File: src/rtl/ex_test_sequencer.sv
// Test-vector sequencer for the execute-stage harness: holds a writable
// vector table, issues vectors over a req/valid handshake, checks results
// with a per-vector timeout and keeps saturating pass/fail counters.
module ex_test_sequencer #(
  parameter int unsigned WIDTH   = 32,
  parameter int unsigned DEPTH   = 8,
  parameter int unsigned OP_W    = 7,
  parameter int unsigned TIMEOUT = 64,
  parameter int unsigned CNT_W   = 16
) (
  input  logic                     clk_i,
  input  logic                     rst_i,
  input  logic                     start_i,
  input  logic                     stop_i,
  input  logic [1:0]               mode_i,
  input  logic [$clog2(DEPTH)-1:0] sel_i,
  input  logic                     tbl_we_i,
  input  logic [$clog2(DEPTH)-1:0] tbl_addr_i,
  input  logic [OP_W-1:0]          tbl_op_i,
  input  logic [WIDTH-1:0]         tbl_a_i,
  input  logic [WIDTH-1:0]         tbl_b_i,
  input  logic [WIDTH-1:0]         tbl_exp_i,
  output logic                     dut_req_o,
  output logic [OP_W-1:0]          dut_op_o,
  output logic [WIDTH-1:0]         dut_a_o,
  output logic [WIDTH-1:0]         dut_b_o,
  input  logic                     dut_valid_i,
  input  logic [WIDTH-1:0]         dut_result_i,
  output logic                     busy_o,
  output logic                     done_o,
  output logic                     pass_o,
  output logic                     timeout_o,
  output logic [$clog2(DEPTH)-1:0] last_idx_o,
  output logic [WIDTH-1:0]         last_result_o,
  output logic [CNT_W-1:0]         pass_cnt_o,
  output logic [CNT_W-1:0]         fail_cnt_o
);

  localparam int unsigned IDX_W = $clog2(DEPTH);
  localparam int unsigned TO_W  = $clog2(TIMEOUT);

  typedef enum logic [1:0] {
    ST_IDLE  = 2'd0,
    ST_ISSUE = 2'd1,
    ST_WAIT  = 2'd2,
    ST_CHECK = 2'd3
  } state_e;

  state_e state_q, state_d;

  // Vector table storage
  logic [OP_W-1:0]  tbl_op_q  [DEPTH];
  logic [WIDTH-1:0] tbl_a_q   [DEPTH];
  logic [WIDTH-1:0] tbl_b_q   [DEPTH];
  logic [WIDTH-1:0] tbl_exp_q [DEPTH];

  logic             start_prev_q;
  logic             go;
  logic             wr_en;
  logic             finish;
  logic             mode_runall;
  logic             mode_loop;

  logic [1:0]       mode_q, mode_d;
  logic [IDX_W-1:0] idx_q, idx_d;
  logic [TO_W-1:0]  tcnt_q, tcnt_d;
  logic             match_q, match_d;

  logic             req_d, busy_d, done_d, pass_d, timeout_d;
  logic [OP_W-1:0]  op_d;
  logic [WIDTH-1:0] a_d, b_d, last_result_d;
  logic [IDX_W-1:0] last_idx_d;
  logic [CNT_W-1:0] pass_cnt_d, fail_cnt_d;

  assign go          = start_i & ~start_prev_q;
  assign wr_en       = tbl_we_i & ~busy_o;
  assign mode_runall = (mode_q == 2'd1);
  assign mode_loop   = (mode_q == 2'd2);

  // Table write port; writes are only taken while no run is in progress
  always_ff @(posedge clk_i) begin
    if (rst_i) begin
      for (int i = 0; i < int'(DEPTH); i++) begin
        tbl_op_q[i]  <= '0;
        tbl_a_q[i]   <= '0;
        tbl_b_q[i]   <= '0;
        tbl_exp_q[i] <= '0;
      end
    end else if (wr_en) begin
      tbl_op_q[tbl_addr_i]  <= tbl_op_i;
      tbl_a_q[tbl_addr_i]   <= tbl_a_i;
      tbl_b_q[tbl_addr_i]   <= tbl_b_i;
      tbl_exp_q[tbl_addr_i] <= tbl_exp_i;
    end
  end

  // FSM state register
  always_ff @(posedge clk_i) begin
    if (rst_i) begin
      state_q <= ST_IDLE;
    end else begin
      state_q <= state_d;
    end
  end

  // Next-state logic, including the end-of-run decision in CHECK
  always_comb begin
    state_d = state_q;
    finish  = 1'b0;
    case (state_q)
      ST_IDLE: begin
        if (go) state_d = ST_ISSUE;
      end
      ST_ISSUE: begin
        state_d = ST_WAIT;
      end
      ST_WAIT: begin
        if (dut_valid_i || (tcnt_q == '0)) state_d = ST_CHECK;
      end
      ST_CHECK: begin
        if (mode_runall)    finish = (idx_q == IDX_W'(DEPTH - 1));
        else if (mode_loop) finish = stop_i;
        else                finish = 1'b1;
        state_d = finish ? ST_IDLE : ST_ISSUE;
      end
      default: state_d = ST_IDLE;
    endcase
  end

  // Next values of the datapath and of every registered output
  always_comb begin
    idx_d         = idx_q;
    mode_d        = mode_q;
    tcnt_d        = tcnt_q;
    match_d       = match_q;
    op_d          = dut_op_o;
    a_d           = dut_a_o;
    b_d           = dut_b_o;
    busy_d        = busy_o;
    done_d        = 1'b0;
    pass_d        = pass_o;
    timeout_d     = timeout_o;
    last_idx_d    = last_idx_o;
    last_result_d = last_result_o;
    pass_cnt_d    = pass_cnt_o;
    fail_cnt_d    = fail_cnt_o;

    case (state_q)
      ST_IDLE: begin
        if (go) begin
          idx_d      = ((mode_i == 2'd1) || (mode_i == 2'd2)) ? '0 : sel_i;
          mode_d     = mode_i;
          timeout_d  = 1'b0;
          pass_cnt_d = '0;
          fail_cnt_d = '0;
          busy_d     = 1'b1;
        end
      end
      ST_ISSUE: begin
        tcnt_d = TO_W'(TIMEOUT - 1);
      end
      ST_WAIT: begin
        if (dut_valid_i) begin
          last_result_d = dut_result_i;
          match_d       = (dut_result_i == tbl_exp_q[idx_q]);
        end else if (tcnt_q == '0) begin
          last_result_d = '0;
          match_d       = 1'b0;
          timeout_d     = 1'b1;
        end else begin
          tcnt_d = TO_W'(tcnt_q - 1'b1);
        end
      end
      ST_CHECK: begin
        pass_d     = match_q;
        last_idx_d = idx_q;
        if (match_q) begin
          if (pass_cnt_o != '1) pass_cnt_d = CNT_W'(pass_cnt_o + 1'b1);
        end else begin
          if (fail_cnt_o != '1) fail_cnt_d = CNT_W'(fail_cnt_o + 1'b1);
        end
        if (!finish) idx_d = IDX_W'(idx_q + 1'b1);
        done_d = finish;
        busy_d = ~finish;
      end
      default: ;
    endcase

    // Operands are loaded on entry to ISSUE; a same-cycle idle write is forwarded
    if ((state_d == ST_ISSUE) && (state_q != ST_ISSUE)) begin
      if (wr_en && (tbl_addr_i == idx_d)) begin
        op_d = tbl_op_i;
        a_d  = tbl_a_i;
        b_d  = tbl_b_i;
      end else begin
        op_d = tbl_op_q[idx_d];
        a_d  = tbl_a_q[idx_d];
        b_d  = tbl_b_q[idx_d];
      end
    end

    req_d = (state_d == ST_ISSUE) || (state_d == ST_WAIT);
  end

  // Datapath and output registers
  always_ff @(posedge clk_i) begin
    if (rst_i) begin
      start_prev_q  <= 1'b0;
      idx_q         <= '0;
      mode_q        <= '0;
      tcnt_q        <= '0;
      match_q       <= 1'b0;
      dut_req_o     <= 1'b0;
      dut_op_o      <= '0;
      dut_a_o       <= '0;
      dut_b_o       <= '0;
      busy_o        <= 1'b0;
      done_o        <= 1'b0;
      pass_o        <= 1'b0;
      timeout_o     <= 1'b0;
      last_idx_o    <= '0;
      last_result_o <= '0;
      pass_cnt_o    <= '0;
      fail_cnt_o    <= '0;
    end else begin
      start_prev_q  <= start_i;
      idx_q         <= idx_d;
      mode_q        <= mode_d;
      tcnt_q        <= tcnt_d;
      match_q       <= match_d;
      dut_req_o     <= req_d;
      dut_op_o      <= op_d;
      dut_a_o       <= a_d;
      dut_b_o       <= b_d;
      busy_o        <= busy_d;
      done_o        <= done_d;
      pass_o        <= pass_d;
      timeout_o     <= timeout_d;
      last_idx_o    <= last_idx_d;
      last_result_o <= last_result_d;
      pass_cnt_o    <= pass_cnt_d;
      fail_cnt_o    <= fail_cnt_d;
    end
  end

endmodule

File: config.mk
export PLATFORM = sky130hd
export DESIGN_NAME = ex_test_sequencer
export DESIGN_NICKNAME = d
export VERILOG_FILES = /design/src/rtl/ex_test_sequencer.sv
export SDC_FILE = /design/constraint.sdc
export NUM_CORES = 2
export LEC_CHECK = 0
export CAP_MARGIN = 5
export CORE_ASPECT_RATIO = 1.5
export CORE_MARGIN = 2
export CORE_UTILIZATION = 59
export CTS_CLUSTER_DIAMETER = 40
export DETAILED_ROUTE_END_ITERATION = 10
export GPL_TIMING_DRIVEN = 1
export PLACE_DENSITY = 0.8
export SLEW_MARGIN = 10
export SYNTH_ARGS = -nofsm -noshare
export SYNTH_HDL_FRONTEND = slang
export SYNTH_SLANG_ARGS = --single-unit
File: constraint.sdc
create_clock -name clk_i -period 4.9 [get_ports clk_i]
set_clock_uncertainty 0.15 [all_clocks]
set_input_delay 0.98 -clock clk_i [delete_from_list [all_inputs] [get_ports clk_i]]
set_output_delay 0.98 -clock clk_i [all_outputs]
set_load 0.02 [all_outputs]
* After elaboration in Yosys (flattened, before gate mapping)
Memory sizes are Yosys's and may differ from the RTL's. A register that Yosys moved wholly into a read port is not among the register bits.
Index checks and enable logic that the tools add are counted.
Widths: inputs -> output; s select.
** Cells by class
- Add/sub/neg operators :: 4
- Multipliers :: 0
- Divide/modulo/power cells :: 0
- Order comparisons :: 0
- Eq/ne operators :: 22
- Shift-type cells :: 0
- Mux-type cells :: 50
- Bitwise operators :: 6
- Reductions and logical operators :: 22
** Operator list (count)
- $mux 32 :: 5
- $reduce_or 32->1 :: 3
- $mux 16 :: 5
- $pmux 16 s2 :: 2
- $add 16x1->16 const B :: 2
- $eq 32x32->1 :: 1
- $ne 16x16->1 const B :: 2
- $mux 3 :: 8
- $mux 1 :: 20
- $ne 2x2->1 const B :: 8
- $mux 6 :: 2
- $pmux 6 s2 :: 1
- $reduce_and 4->1 :: 3
- $eq 2x2->1 const B :: 5
- $eq 2x1->1 const B :: 4
- $pmux 2 s4 :: 1
- $reduce_bool 2->1 :: 4
- $mux 7 :: 1
- $reduce_or 7->1 :: 1
- $logic_not 6->1 :: 1
- $pmux 3 s2 :: 1
- $reduce_and 2->1 :: 3
- $sub 6x1->6 const B :: 1
- $mux 2 :: 2
- 11 further kinds :: 18
** Storage, ports and cells
- Register bits :: 87
- Bits in latches :: 0
- RAM bits :: 824
- ROM bits :: 0
- Output and inout bits :: 143
- Logic and storage cells :: 123
- Memories kept :: 4
** Memory list
- tbl_a_q :: depth 8, bits a word 32, read ports 1, clocked after memory_dff 1, write ports 8, line 53 : logic [WIDTH-1:0] tbl_a_q [DEPTH];
- tbl_b_q :: depth 8, bits a word 32, read ports 1, clocked after memory_dff 1, write ports 8, line 54 : logic [WIDTH-1:0] tbl_b_q [DEPTH];
- tbl_exp_q :: depth 8, bits a word 32, read ports 1, clocked after memory_dff 1, write ports 8, line 55 : logic [WIDTH-1:0] tbl_exp_q [DEPTH];
- tbl_op_q :: depth 8, bits a word 7, read ports 1, clocked after memory_dff 1, write ports 8, line 52 : logic [OP_W-1:0] tbl_op_q [DEPTH];

* Logic depth before layout (Yosys ltp)
- Word-level depth :: 8
- Gate-level depth with buffers :: 16
- Depth with buffers taken out :: 14

* Worst setup path before layout
Ideal clock, no wire load.
- Kind :: input to register
- Start point :: input rst_i
- End point :: memory tbl_a_q[0][0] (enable)
- Setup time :: 0.418 ns
- Data arrival time :: 3.481 ns
- Path slack :: 0.851 ns
- Stages on the path :: 6
- Path buffers :: 2
- Path through :: clkbuf_1 nor3b_4 nand2b_1 nor3_1 clkbuf_1 or2_2
** RTL lines
- start: declaration :: line 12 : input logic rst_i,
- end: declaration :: line 53

* Worst setup path in the final report
- Start point :: register state_q[0]
- End point :: register dut_b_o[6], read port of tbl_b_q
** Between the ends
- Longest elaborated chain between the ends :: 4
** Ends and longest elaborated chain
- start: declaration :: line 49 : state_e state_q, state_d;
- start signal: assignment :: line 102 : state_q <= state_d;
- $eq 2x2->1 (tied with other cells) :: line 110 : case (state_q)
- $pmux 2 s4 * :: line 110
- via state_d[0] :: line 49
- $eq 2x1->1 * :: line 190 : if ((state_d == ST_ISSUE) && (state_q != ST_ISSUE)) begin
- $logic_and 1x1->1 * :: line 190
- end: declaration :: line 26 : output logic [WIDTH-1:0] dut_b_o,
Mark *: on every way through the listed nets, which the timed path passes. The rest lies on a longest branch.
A chain may end at the register's enable or synchronous reset.

==> impl_metrics.toml <==
[clocking]
numCtsBuffers = 98
cts_hold_buf = 0
cts_root_buffer = "clkbuf_16"
clk_latency_ns = 0.67
ctsResizeCount = 0
clockBufferDepth = 3
path_clk_slew_ns = 0.06
cts_tree = "built"
cts-htree-levels = 3
cts.sink_count = 982
cts_setup_buffers = 0

[timing]
max_freq_ghz = 0.261
fin_tns_setup_ns = 0
relSlewSlack = 0.239
maxSlewViolCount = 0
final-setup-viol-count = 0
hold_viol = 0
finalCritPeriodShare = 0.781
fin_crit_ns = 3.83
worst_pin_slew_ns = 1.14
holdWs_ns = 0.318
rsz0062_at_grt = "false"
setup_slack_ns = 1.07

[floorplan]
fp.dieW_um = 226
die_h_um = 336
core_area_um2 = 72700
die_area_um2 = 75800
initial_utilization = 0.598
row_count = 121
ios = 292

[worst_setup_path]
path_cells = "ha_1 -> inv_2 -> or4b_4 -> nand2_2 -> nor3_1 -> a21oi_1 -> nor2_1 -> nor2_1 -> ha_1 -> nand3b_1 -> nor2_4 -> buf_4 -> a221o_1"
crit_required_ns = 5.35
cp_top_family = "simple AND/OR/NAND/NOR gates"
critPathBufInv = 2
cp-start-kind = "flip-flop"
end_kind = "flip-flop"
ff2ff_path_depth = 13
critPathKind = "reg2reg"
arrival_ns = 4.27
slowest_stage = "or4b_4"
slowest_delay_ns = 0.54
path_max_fanout = 12
path_depth = 13

[power]
peakVddDrop_mv = 0.455
finalPower_mw = 22.6
combPwrFrac = 0.208
p_int_mw = 15.9
p_per_area_nw_per_um2 = 444
p_clk_frac = 0.337
p_sw_frac = 0.294
cellLeakagePower_nw = 19.2
power.switching_mw = 6.64
power_frac_seq = 0.454

[final_layout]
final_common_cell = "and2_1"
final_layout_size_suffix_gt1_frac = 0.0835
syn2layout_area_growth_pct = 17.1
most-common-layout-cells = "and2_1 (830), edfxtp_1 (824), nand2_1 (341)"
finalInstanceArea_um2 = 50800
stdcell_count = 4571
finish.utilization = 0.700
nets = 3714

[synth]
avgSynthCellArea_um2 = 13.0
yosysSeqAreaShare = 0.643
syn_nets = 3494
synth_cells = 3335
synth_cell_types = 60
async_flop_share = 0
synth-main-ff-cell = "edfxtp_1"
synth_edf_count = 824
syn-cell-area_um2 = 43400
ys_warn_count = 0
ys_ff_latch = 982

[drt]
drtAntennaViolNets = 0
vias = 28900
totalWireLength_um = 120000
routedWlPerCell_um = 26.2
route.detailed.drc = 0
first_iter_violations = 2844
dr.pass1.iters = 5
vias_per_cell = 6.32

[place]
place.gp.congestion = 0.830
port_buffers = 291
post-dp-hpwl_um = 64900
place_area_um2 = 47500
dp_slack_ns = 0.606
place_inst = 4377

[global_route]
grt_max_degree = 143
grt_pass1_vias = 30100
grt_pass1_wl_um = 179000
grt_overflow = 0
grt_use_total = 0.316
antenna_found_initial = 15

[flow_run]
drv_cap = 0

[hold_path]
hold_depth = 2
hold_class = "reg2reg"

[outcome]
outcome = "complete, no violations"
## cell usage after synthesis, drive strengths merged, types with 2 or more instances
cell type  number  share of area
xnor2          47         0.0097
mux4           32          0.017
or4             2        0.00035
nor3           14         0.0017
edfxtp        824           0.57
and4            2        0.00040
nand4          14         0.0020
a21o            2        0.00035
nor4            6        0.00086
a211oi          2        0.00035
nand3          50         0.0058
nor2           71         0.0062
mux2i         212          0.049
a32oi         142          0.029
nand2         343          0.030
ha             10         0.0029
a221oi         35         0.0073
nor2b          36         0.0052
clkbuf        164          0.014
or3             3        0.00043
buf            74          0.011
dfxtp         158          0.073
and3           78          0.011
a221o          72          0.017
inv             8        0.00069
xor2           18         0.0040
a21oi          48         0.0061
nand2b          7         0.0010
nor3b           2        0.00061
nand3b          4        0.00078
o21ai           6        0.00069
or2             8         0.0012
and2          830           0.12
## power by group through the flow
stage / Clock [mW] / Sequential, mW / Combinational, mW
2_1_floorplan: 0 / 10.6 / 2.38
3_3_place_gp: 0 / 10.4 / 4.52
3_5_place_dp: 0 / 10.4 / 4.65
4_1_cts: 7.66 / 10.2 / 4.67
5_1_grt: 7.97 / 10.3 / 4.96
6_report: 7.61 / 10.3 / 4.70
## flip-flops by register name, indices dropped and copies added (netlist names), 6 cells and up
signal         count
dut_b_o           32
dut_a_o           32
fail_cnt_o        16
tcnt_q             6
tbl_a_q          256
tbl_b_q          256
last_result_o     32
dut_op_o           7
tbl_op_q          56
tbl_exp_q        256
pass_cnt_o        16
## final cells by class
cell class	count	area, um2
sequential	982	27900
fill	4895	21800
multi-input combinational	2107	14600
timing repair buffer	358	3890
clock buffer	122	2630
tap	922	1150
clock inverter	63	644
inverter	8	30.0
antenna	9	22.5
## per-layer routing
metal | up-vias | share of wire | track usage
met5 | - | 0.00079 | 0
met4 | 14 | 0.046 | 0.167
met3 | 327 | 0.084 | 0.0552
met2 | 1513 | 0.51 | 0.551
met1 | 14400 | 0.36 | 0.374
li1 | 12600 | - | -
## final timing paths
path                             startpoint                             end  slack [ns]
max                   state_q[0]$_SDFF_PP0_         dut_b_o[6]$_SDFFE_PP0P_        1.07
min          last_result_o[10]$_SDFFE_PP0P_  last_result_o[10]$_SDFFE_PP0P_        0.32
max reg2reg           state_q[0]$_SDFF_PP0_         dut_b_o[6]$_SDFFE_PP0P_        1.07
min reg2reg  last_result_o[10]$_SDFFE_PP0P_  last_result_o[10]$_SDFFE_PP0P_        0.32
## logic make-up (layout without fill, tap and decap cells)
logic type,count (synthesis),in the layout,synth area share
buf+inv,246,551,0.0255
simple gates,1473,1473,0.188
fa+ha+maj,10,10,0.00288
xor+xnor,65,65,0.0136
other cells,0,9,0
mux,244,244,0.0655
compound gates,315,315,0.0620
flops,982,982,0.643
## worst reg2reg max path: stages (launching register included)
cell and delay, ns:
dfxtp_1 0.38, ha_1 0.51, inv_2 0.15, or4b_4 0.54, nand2_2 0.15, nor3_1 0.07, a21oi_1 0.15, nor2_1 0.07
nor2_1 0.09, ha_1 0.24, nand3b_1 0.22, nor2_4 0.50, buf_4 0.34, a221o_1 0.20
(Power assumes the default switching activity.)
